===== src/rtl/bp_update_queue_pkg.sv =====
// Shared frontend types for the branch-prediction update queue: metadata and
// update beats, per-entry state, and the tag-width and age helpers.
package bp_update_queue_pkg;

    typedef struct packed {
        int unsigned VLEN;
    } bpq_cfg_t;

    localparam int unsigned BPQ_VLEN = 32'd32;
    localparam bpq_cfg_t bpq_cfg_empty = '{VLEN: BPQ_VLEN};

    typedef struct packed {
        logic lbp_valid;
        logic lbp_taken;
        logic gbp_valid;
        logic gbp_taken;
    } bpq_metadata_t;

    typedef struct packed {
        logic                valid;
        logic [BPQ_VLEN-1:0] pc;
        logic                taken;
        bpq_metadata_t       metadata;
    } bpq_bht_update_t;

    typedef enum logic [1:0] {
        BPQ_FREE     = 2'd0,
        BPQ_PENDING  = 2'd1,
        BPQ_RESOLVED = 2'd2
    } bpq_state_e;

    typedef struct packed {
        logic [BPQ_VLEN-1:0] pc;
        bpq_metadata_t       metadata;
        logic                taken;
        bpq_state_e          state;
    } bpq_entry_t;

    // One extra tag bit beyond the index distinguishes full from empty.
    function automatic int unsigned bpq_tag_w(input int unsigned depth);
        return $clog2(depth) + 32'd1;
    endfunction

    // True when tag a is younger than tag b, measured as distance from head.
    function automatic logic bpq_is_younger(input logic [31:0]  head,
                                            input logic [31:0]  a,
                                            input logic [31:0]  b,
                                            input int unsigned  tag_w);
        logic [31:0] mask;
        mask = (32'd1 << tag_w) - 32'd1;
        return ((a - head) & mask) > ((b - head) & mask);
    endfunction

endpackage


===== src/rtl/bp_update_queue.sv =====
// In-order queue of branch prediction metadata: allocated at fetch, resolved
// out of order by execute, drained in program order as BHT training beats.
module bp_update_queue
    import bp_update_queue_pkg::*;
#(
    parameter bpq_cfg_t    CVA6Cfg       = bpq_cfg_empty,
    parameter type         bp_metadata_t = bpq_metadata_t,
    parameter type         bht_update_t  = bpq_bht_update_t,
    parameter int unsigned DEPTH         = 32'd8,
    localparam int unsigned VLEN         = CVA6Cfg.VLEN,
    localparam int unsigned TAG_W        = bpq_tag_w(DEPTH)
) (
    input  logic                             clk_i,
    input  logic                             rst_i,
    input  logic                             flush_bp_i,
    input  logic                             debug_mode_i,
    input  logic                             alloc_valid_i,
    output logic                             alloc_ready_o,
    input  logic [VLEN-1:0]                  alloc_pc_i,
    input  logic [$bits(bp_metadata_t)-1:0]  alloc_metadata_i,
    output logic [TAG_W-1:0]                 alloc_tag_o,
    input  logic                             resolve_valid_i,
    input  logic [TAG_W-1:0]                 resolve_tag_i,
    input  logic                             resolve_taken_i,
    input  logic                             squash_valid_i,
    input  logic [TAG_W-1:0]                 squash_tag_i,
    output logic [$bits(bht_update_t)-1:0]   bht_update_o
);

    localparam int unsigned       IDX_W   = TAG_W - 32'd1;
    localparam logic [TAG_W-1:0]  TAG_ONE = TAG_W'(32'd1);
    localparam logic [TAG_W-1:0]  DEPTH_T = TAG_W'(DEPTH);

    bpq_entry_t        entry_q [DEPTH];
    bpq_entry_t        entry_d [DEPTH];
    logic [TAG_W-1:0]  head_q, head_d;
    logic [TAG_W-1:0]  tail_q, tail_d;
    bht_update_t       bht_q, bht_d;

    logic [TAG_W-1:0]  count_s;
    logic              full_s;
    logic              alloc_fire_s;
    logic [TAG_W-1:0]  sq_dist_s;
    logic              squash_hit_s;
    logic              res_kill_s;
    logic              drain_s;
    logic [IDX_W-1:0]  head_idx_s;
    logic [IDX_W-1:0]  tail_idx_s;
    logic [IDX_W-1:0]  res_idx_s;

    assign count_s       = tail_q - head_q;
    assign full_s        = (count_s == DEPTH_T);
    assign alloc_ready_o = !full_s && !squash_valid_i && !flush_bp_i && !rst_i;
    assign alloc_tag_o   = tail_q;
    assign alloc_fire_s  = alloc_valid_i && alloc_ready_o;
    assign head_idx_s    = head_q[IDX_W-1:0];
    assign tail_idx_s    = tail_q[IDX_W-1:0];
    assign res_idx_s     = resolve_tag_i[IDX_W-1:0];
    assign bht_update_o  = bht_q;

    // A squash tag outside [head, tail) lies beyond the live window and is ignored.
    assign sq_dist_s     = squash_tag_i - head_q;
    assign squash_hit_s  = squash_valid_i && (sq_dist_s < count_s);
    assign res_kill_s    = squash_hit_s &&
                           bpq_is_younger(32'(head_q), 32'(resolve_tag_i), 32'(squash_tag_i), TAG_W);
    assign drain_s       = (entry_q[head_idx_s].state == BPQ_RESOLVED);

    // Next-state for entries, pointers and the training beat, flush first.
    always_comb begin
        logic [TAG_W-1:0] tag_v;
        entry_d = entry_q;
        head_d  = head_q;
        tail_d  = tail_q;
        bht_d   = '0;
        tag_v   = '0;
        if (flush_bp_i) begin
            for (int i = 0; i < DEPTH; i++) begin
                entry_d[i].state = BPQ_FREE;
            end
            head_d = '0;
            tail_d = '0;
        end else begin
            if (drain_s) begin
                bht_d.valid    = !debug_mode_i;
                bht_d.pc       = entry_q[head_idx_s].pc;
                bht_d.taken    = entry_q[head_idx_s].taken;
                bht_d.metadata = entry_q[head_idx_s].metadata;
                entry_d[head_idx_s].state = BPQ_FREE;
                head_d = head_q + TAG_ONE;
            end else begin
                bht_d = '0;
            end
            if (resolve_valid_i && !res_kill_s &&
                (entry_q[res_idx_s].state == BPQ_PENDING)) begin
                entry_d[res_idx_s].taken = resolve_taken_i;
                entry_d[res_idx_s].state = BPQ_RESOLVED;
            end else begin
                entry_d[res_idx_s] = entry_d[res_idx_s];
            end
            if (alloc_fire_s) begin
                entry_d[tail_idx_s].pc       = alloc_pc_i;
                entry_d[tail_idx_s].metadata = bpq_metadata_t'(alloc_metadata_i);
                entry_d[tail_idx_s].taken    = 1'b0;
                entry_d[tail_idx_s].state    = BPQ_PENDING;
                tail_d = tail_q + TAG_ONE;
            end else begin
                tail_d = tail_d;
            end
            if (squash_hit_s) begin
                // Rebuild each slot's tag from its distance to head before the age compare.
                for (int i = 0; i < DEPTH; i++) begin
                    tag_v = head_q + {1'b0, IDX_W'(i) - head_idx_s};
                    if (bpq_is_younger(32'(head_q), 32'(tag_v), 32'(squash_tag_i), TAG_W)) begin
                        entry_d[i].state = BPQ_FREE;
                    end else begin
                        entry_d[i].state = entry_d[i].state;
                    end
                end
                tail_d = squash_tag_i + TAG_ONE;
            end else begin
                tail_d = tail_d;
            end
        end
    end

    // State registers with synchronous reset.
    always_ff @(posedge clk_i) begin
        if (rst_i) begin
            for (int i = 0; i < DEPTH; i++) begin
                entry_q[i] <= '0;
            end
            head_q <= '0;
            tail_q <= '0;
            bht_q  <= '0;
        end else begin
            for (int i = 0; i < DEPTH; i++) begin
                entry_q[i] <= entry_d[i];
            end
            head_q <= head_d;
            tail_q <= tail_d;
            bht_q  <= bht_d;
        end
    end

endmodule


===== config.mk =====
export PLATFORM = sky130hd
export DESIGN_NAME = bp_update_queue
export DESIGN_NICKNAME = d
export VERILOG_FILES = /design/src/rtl/bp_update_queue_pkg.sv /design/src/rtl/bp_update_queue.sv
export SDC_FILE = /design/constraint.sdc
export NUM_CORES = 1
export LEC_CHECK = 0
export ABC_AREA = 1
export BUFFER_PORTS_ARGS = -buffer_cell sky130_fd_sc_hd__buf_2
export CAP_MARGIN = 20
export CORE_AREA = 2 2 248 250
export CTS_CLUSTER_DIAMETER = 120
export DETAILED_ROUTE_END_ITERATION = 8
export DIE_AREA = 0 0 250 252
export GPL_TIMING_DRIVEN = 0
export HOLD_SLACK_MARGIN = 0.15
export PLACE_DENSITY = 0.5
export SLEW_MARGIN = 20
export SYNTH_ARGS = -nofsm -noshare
export SYNTH_HDL_FRONTEND = slang
export SYNTH_SLANG_ARGS = --single-unit

===== constraint.sdc =====
create_clock -name clk_i -period 5.1 [get_ports clk_i]
set_input_delay 0.51 -clock clk_i [delete_from_list [all_inputs] [get_ports clk_i]]
set_output_delay 0.51 -clock clk_i [all_outputs]
set_load 0.1 [all_outputs]

# Yosys cells after proc, flatten, opt, wreduce, memory -nomap -nowiden
# Index checks and enable logic that the tools add are counted.
# word_totals
romBits	0
reg_bits	358
memories	0
latch_bits	0
ramBits	0
elab_cells	195
# classes
shift	0
n_reduce_logical	20
add_sub_neg	31
n_mux	56
bitwise	4
multipliers	0
n_div	0
n_eq_ne	3
magnitude_cmp	16
# ops
cell	count
312-bit bitwise mux	8
312-bit two-way mux	5
39-bit demux with 3-bit select	8
39-bit binary-select mux with 3-bit select	3
39-bit two-way mux	6
4-bit subtractor	12
2-bit two-way mux	21
4-bit > comparator	9
4-bit by 3-bit adder with 4-bit output	8
4-bit by 1-bit adder with 4-bit output, second input constant	3
4-bit greater-or-equal comparator, second input constant	3
4-bit by 1-bit less-than comparator with 1-bit output, second input constant	3
3-bit inverter with 4-bit output	3
3-bit subtractor, first input constant	4
1-bit logical AND	11
4-bit two-way mux	2
7-bit two-way mux	1
1-bit logical NOT	6
3-bit two-way mux	2
1-bit by 3-bit subtractor with 3-bit output, first input constant	2
2-bit by 3-bit subtractor with 3-bit output, first input constant	2
4-bit == test, second input constant	1
4-bit less-than comparator	1
3-bit OR reduction	1
5 further kinds	5

# Logic depth before layout (Yosys ltp)
# logic_depth
word_depth	21
mapped_depth	20
depth_no_buf	19

# Worst setup path before layout
# OpenSTA, ideal clock, no wires.
# synth_path
path_type	reg-to-reg
from	register head_q[1]
to	register entry_q[117] (netlist name)
path_stages_with_launch	18
path_buffers	3
path_slack_ns	1.424
required_ns	4.991
arrival_time_ns	3.567
synth_period_minus_slack_ns	3.676
path_cell_list	dfxtp_1 > inv_1 > clkbuf_1 > clkbuf_1 > ha_1 > a21oi_1 > o21bai_1 > xnor2_1 > inv_1 > ha_1 > nor2_1 > a21boi_0 > nand3_1 > clkbuf_1 > nand3b_1 > o211ai_1 > nand2_1 > inv_1
# synth_between
elab_chain_len	21
elab_cells_between_ends	49
cone_classes	7 x add/sub; 5 x order compare; 2 x eq/ne; 23 x mux; 1 x bitwise; 11 x reduce/logical
# synth_lines
element	line	rtl
from (decl)	bp_update_queue.sv:36	logic [TAG_W-1:0] head_q, head_d;
from (signal assigned)	bp_update_queue.sv:132	head_q <= '0;
from (signal assigned)	bp_update_queue.sv:139	head_q <= head_d;
3-bit inverter with 4-bit output (not written as such)	bp_update_queue.sv:66, bp_update_queue.sv:88	
4-bit greater-or-equal comparator (not written as such) or 4-bit by 1-bit less-than comparator with 1-bit output (tied branches)	bp_update_queue.sv:88	entry_d[head_idx_s].state = BPQ_FREE;
1-bit logical AND (not written as such)	bp_update_queue.sv:88	
2-bit two-way mux (not written as such)	bp_update_queue.sv:88	
39-bit demux with 3-bit select	bp_update_queue.sv:88	
312-bit bitwise mux	bp_update_queue.sv:88	
312-bit two-way mux	bp_update_queue.sv:83	if (drain_s) begin
312-bit two-way mux	bp_update_queue.sv:76	if (flush_bp_i) begin
[5 not listed]	-	
312-bit two-way mux	bp_update_queue.sv:76	
312-bit bitwise mux	bp_update_queue.sv:101	entry_d[tail_idx_s].pc = alloc_pc_i;
312-bit bitwise mux	bp_update_queue.sv:102	entry_d[tail_idx_s].metadata = bpq_metadata_t'(alloc_metadata_i);
312-bit bitwise mux	bp_update_queue.sv:103	entry_d[tail_idx_s].taken = 1'b0;
312-bit bitwise mux	bp_update_queue.sv:104	entry_d[tail_idx_s].state = BPQ_PENDING;
312-bit two-way mux	bp_update_queue.sv:100	if (alloc_fire_s) begin
2-bit two-way mux	bp_update_queue.sv:113	if (bpq_is_younger(32'(head_q), 32'(tag_v), 32'(squash_tag_i), TAG_W)) begin
2-bit two-way mux *	bp_update_queue.sv:109	if (squash_hit_s) begin
to (signal, indexed assignment)	bp_update_queue.sv:137	entry_q[i] <= entry_d[i];
to (decl)	bp_update_queue.sv:34	bpq_entry_t entry_q [DEPTH];
# Mark *: on every way between the ends. The rest lies on a longest branch, timed or not. The select of a mux whose other input is x is not followed.
# A chain may end at the register's enable or synchronous reset.

# Worst setup path in the final report
# layout_path
from	register head_q[1]
to	register entry_q[195] (netlist name)
# The elaborated chain is that of the path after synthesis.

==> results_dict.tcl <==
set metrics [dict create \
    dp_slack_ps -1050 \
    fin_nets 3381 \
    dpl.cell_count 4022 \
    crit_required_ps 5580 \
    period_share 0.939 \
    swShare 0.272 \
    grt_max_degree 18 \
    tritoncts "yes" \
    finalClockSkew_ps 22.6 \
    ys_warn_count 0 \
    synthFlopType "dfxtp_1" \
    dp_hpwl_microns 58600 \
    overflow 0 \
    routed_wirelength_microns 79800 \
    rrSetupSlack_ps 310 \
    synth_seq_cells 358 \
    outcome "finished clean" \
    vias_per_cell 5.30 \
    dieArea_sq_um 63000 \
    die_h_microns 252 \
    fillCellCount 6543 \
    p_seq_frac 0.414 \
    grt_first_pass_wirelength_microns 121000 \
    min_period_ps 4790 \
    met1_usage 0.322 \
    synth_largest_area_cell "dfxtp_1" \
    p_switching_w 0.00186 \
    worst_ir_drop_vdd_v 0.000214 \
    p_int_w 0.00498 \
    busiest_layer "met2" \
    fin_ws_ps 309 \
    cts_sinks 358 \
    yosysSeqAreaShare 0.364 \
    p_leak_nw 8.48 \
    insertedDiodeCount 0 \
    synthTopCellsByArea "dfxtp_1 (36%), nand2_1 (22%), o21ai_0 (12%)" \
    cts.root.buffer_cell "clkbuf_16" \
    worstSetupStartpointType "register" \
    tightestPinTransition_ps 1030 \
    grt.total_usage 0.247 \
    start_util 0.327 \
    drive_above_1_share 0.0786 \
    path_max_fanout 17 \
    grt_antenna_before_repair 5 \
    io_pins 95 \
    crit_type "reg -> reg" \
    avgSynthCellArea_sq_um 6.25 \
    clk_pin_slew_worst_paths_ps 60 \
    async_flop_share 0 \
    hold_ws_ps 389 \
    comb_power_share 0.102 \
    rsz0062_at_grt "no" \
    cp_cell_sequence "clkinvlp_4 > buf_4 > clkbuf_2 > ha_1 > a21oi_1 > o21bai_1 > xnor2_2 > inv_1 > ha_1 > nor2_1 > a21boi_0 > nand3_1 > clkbuf_1 > nand3b_1 > o211ai_1 > nand2_1 > inv_1" \
    synthToLayoutAreaGrowth_pct 15.2 \
    fin_total_pwr_w 0.00684 \
    cpPeakStageDelay_ps 640 \
    synthDistinctLibCells 36 \
    h-tree-depth 2 \
    gp_congestion 0.918 \
    rows 90 \
    clock.fmax_ghz 0.209 \
    slowest_stage "dfxtp_2" \
    grt_pass1_vias 20121 \
    pwr-share-clk 0.484 \
    synth-edff-count 0 \
    postRouteAntennaNets 0 \
    hold_violations 0 \
    cp.arrival_ps 5270 \
    syn-cell-area_sq_um 19700 \
    final_cell_mix "nand2_1 (1149), o21ai_0 (456), a21oi_1 (364)" \
    cts_made_buffers 44 \
    vias 21759 \
    final_common_cell "nand2_1" \
    grtUsageMet2 0.412 \
    powerDensity_nw_per_um2 302 \
    drv_cap 0 \
    port-buffer-count 93 \
    use_met3 0.0300 \
    cts_buffer_depth 3 \
    finalSetupViolCount 0 \
    synth_cells 3146 \
    max_slew_margin 0.311 \
    endpoint_kind "register" \
    stdcell_count 4103 \
    die_x_microns 250 \
    drt_pre_antenna_iters 5 \
    synth_top_area_share 0.364 \
    drc_errors 0 \
    wl_per_cell_microns 19.5 \
    first_iter_violations 2032 \
    clock_latency_ps 580 \
    core-area_sq_um 60100 \
    hold_class "in -> reg" \
    finalMaxSlewViolations 0 \
]
routing by layer:
metal  wire length, microns  part of all wire  vias to the layer above
met2                  36700              0.46                      798
met4                   3670             0.046                        0
li1                       -                 -                    10558
met3                   4640             0.058                      162
met5                      0                 0                        -
met1                  34800              0.44                    10241
Yosys cell counts, types with 8 or more instances:
master / count
inv_1: 130
buf_4: 17
nand2_1: 1149
inv_2: 12
xor2_1: 9
nand3b_1: 8
o211ai_1: 8
nor2_1: 213
buf_2: 47
a21oi_1: 364
xnor2_1: 8
dfxtp_1: 358
o22ai_1: 75
nand3_1: 59
clkbuf_1: 157
o21ai_0: 456
ha_1: 37
cell type report:
cell class                 count  area, sq um  share of cell area
buffer                       224          973              0.0430
clock buffer                  64         1330              0.0586
clock inverter                14          175             0.00773
inverter                     143          541              0.0239
multi-input combinational   2421        11000               0.485
sequential                   358         7170               0.316
tap                          782          978              0.0432
timing repair buffer          97          498              0.0220
final timing paths:
path | startpoint | endpoint | cells after the start
worst max-delay path | head_q[1] | entry_q[195] | 17
worst min-delay path | flush_bp_i | entry_q[236] | 5
worst max register to register | head_q[1] | entry_q[195] | 17
worst min register to register | entry_q[80] | entry_q[80] | 2
timing repair:
| action | CTS | global route |
|---|---|---|
| hold endpoints to repair | 1 | 0 |
| endpoints found under the setup margin | 29 | 14 |
| buffers inserted | 3 | 0 |
| resized for setup | 4 | 1 |
| hold buffers | 1 | 0 |
registers in the layout, indices dropped and copies added (netlist names):
signal	flops
bht_update_o	38
entry_q	312
head_q	4
alloc_tag_o	4
worst max-delay path: cells and delay by family (launching register included):
family / cells / cell delay [ps]
AO/OA/AOI/OAI: 4 / 780
adder cells (fa/ha/maj): 2 / 600
flip-flops: 1 / 640
AND/OR/NAND/NOR: 4 / 1000
buffers and inverters: 6 / 1240
XOR/XNOR: 1 / 400
stage by stage:
stage	setup TNS, ps	area, sq um	util
after detailed placement	-21130	21100	0.351
after global routing	0	22700	0.377
after CTS	0	22700	0.377
after global placement	-18310	21100	0.351
after floorplan	0	19700	-
final	0	22700	0.377
cell families after synthesis:
family | Yosys count | synth area share
other | 1 | 0.000191
DFF | 358 | 0.364
adders and majority gates | 40 | 0.0266
xor gates and xnor gates | 17 | 0.00757
AOI/OAI and AO/OA | 915 | 0.240
muxes | 1 | 0.000509
buffers and inverters | 368 | 0.0768
and+or+nand+nor | 1446 | 0.284
power groups by stage:
stage / Combinational [W] / Clock [W] / Sequential (W)
6_report: 0.000699 / 0.00331 / 0.00283
5_1_grt: 0.000767 / 0.00348 / 0.00283
4_1_cts: 0.000692 / 0.00337 / 0.00283
3_5_place_dp: 0.000688 / 0 / 0.00289
3_3_place_gp: 0.000680 / 0 / 0.00289
2_1_floorplan: 0.000408 / 0 / 0.00290
Power figures use the tool's default switching activity.
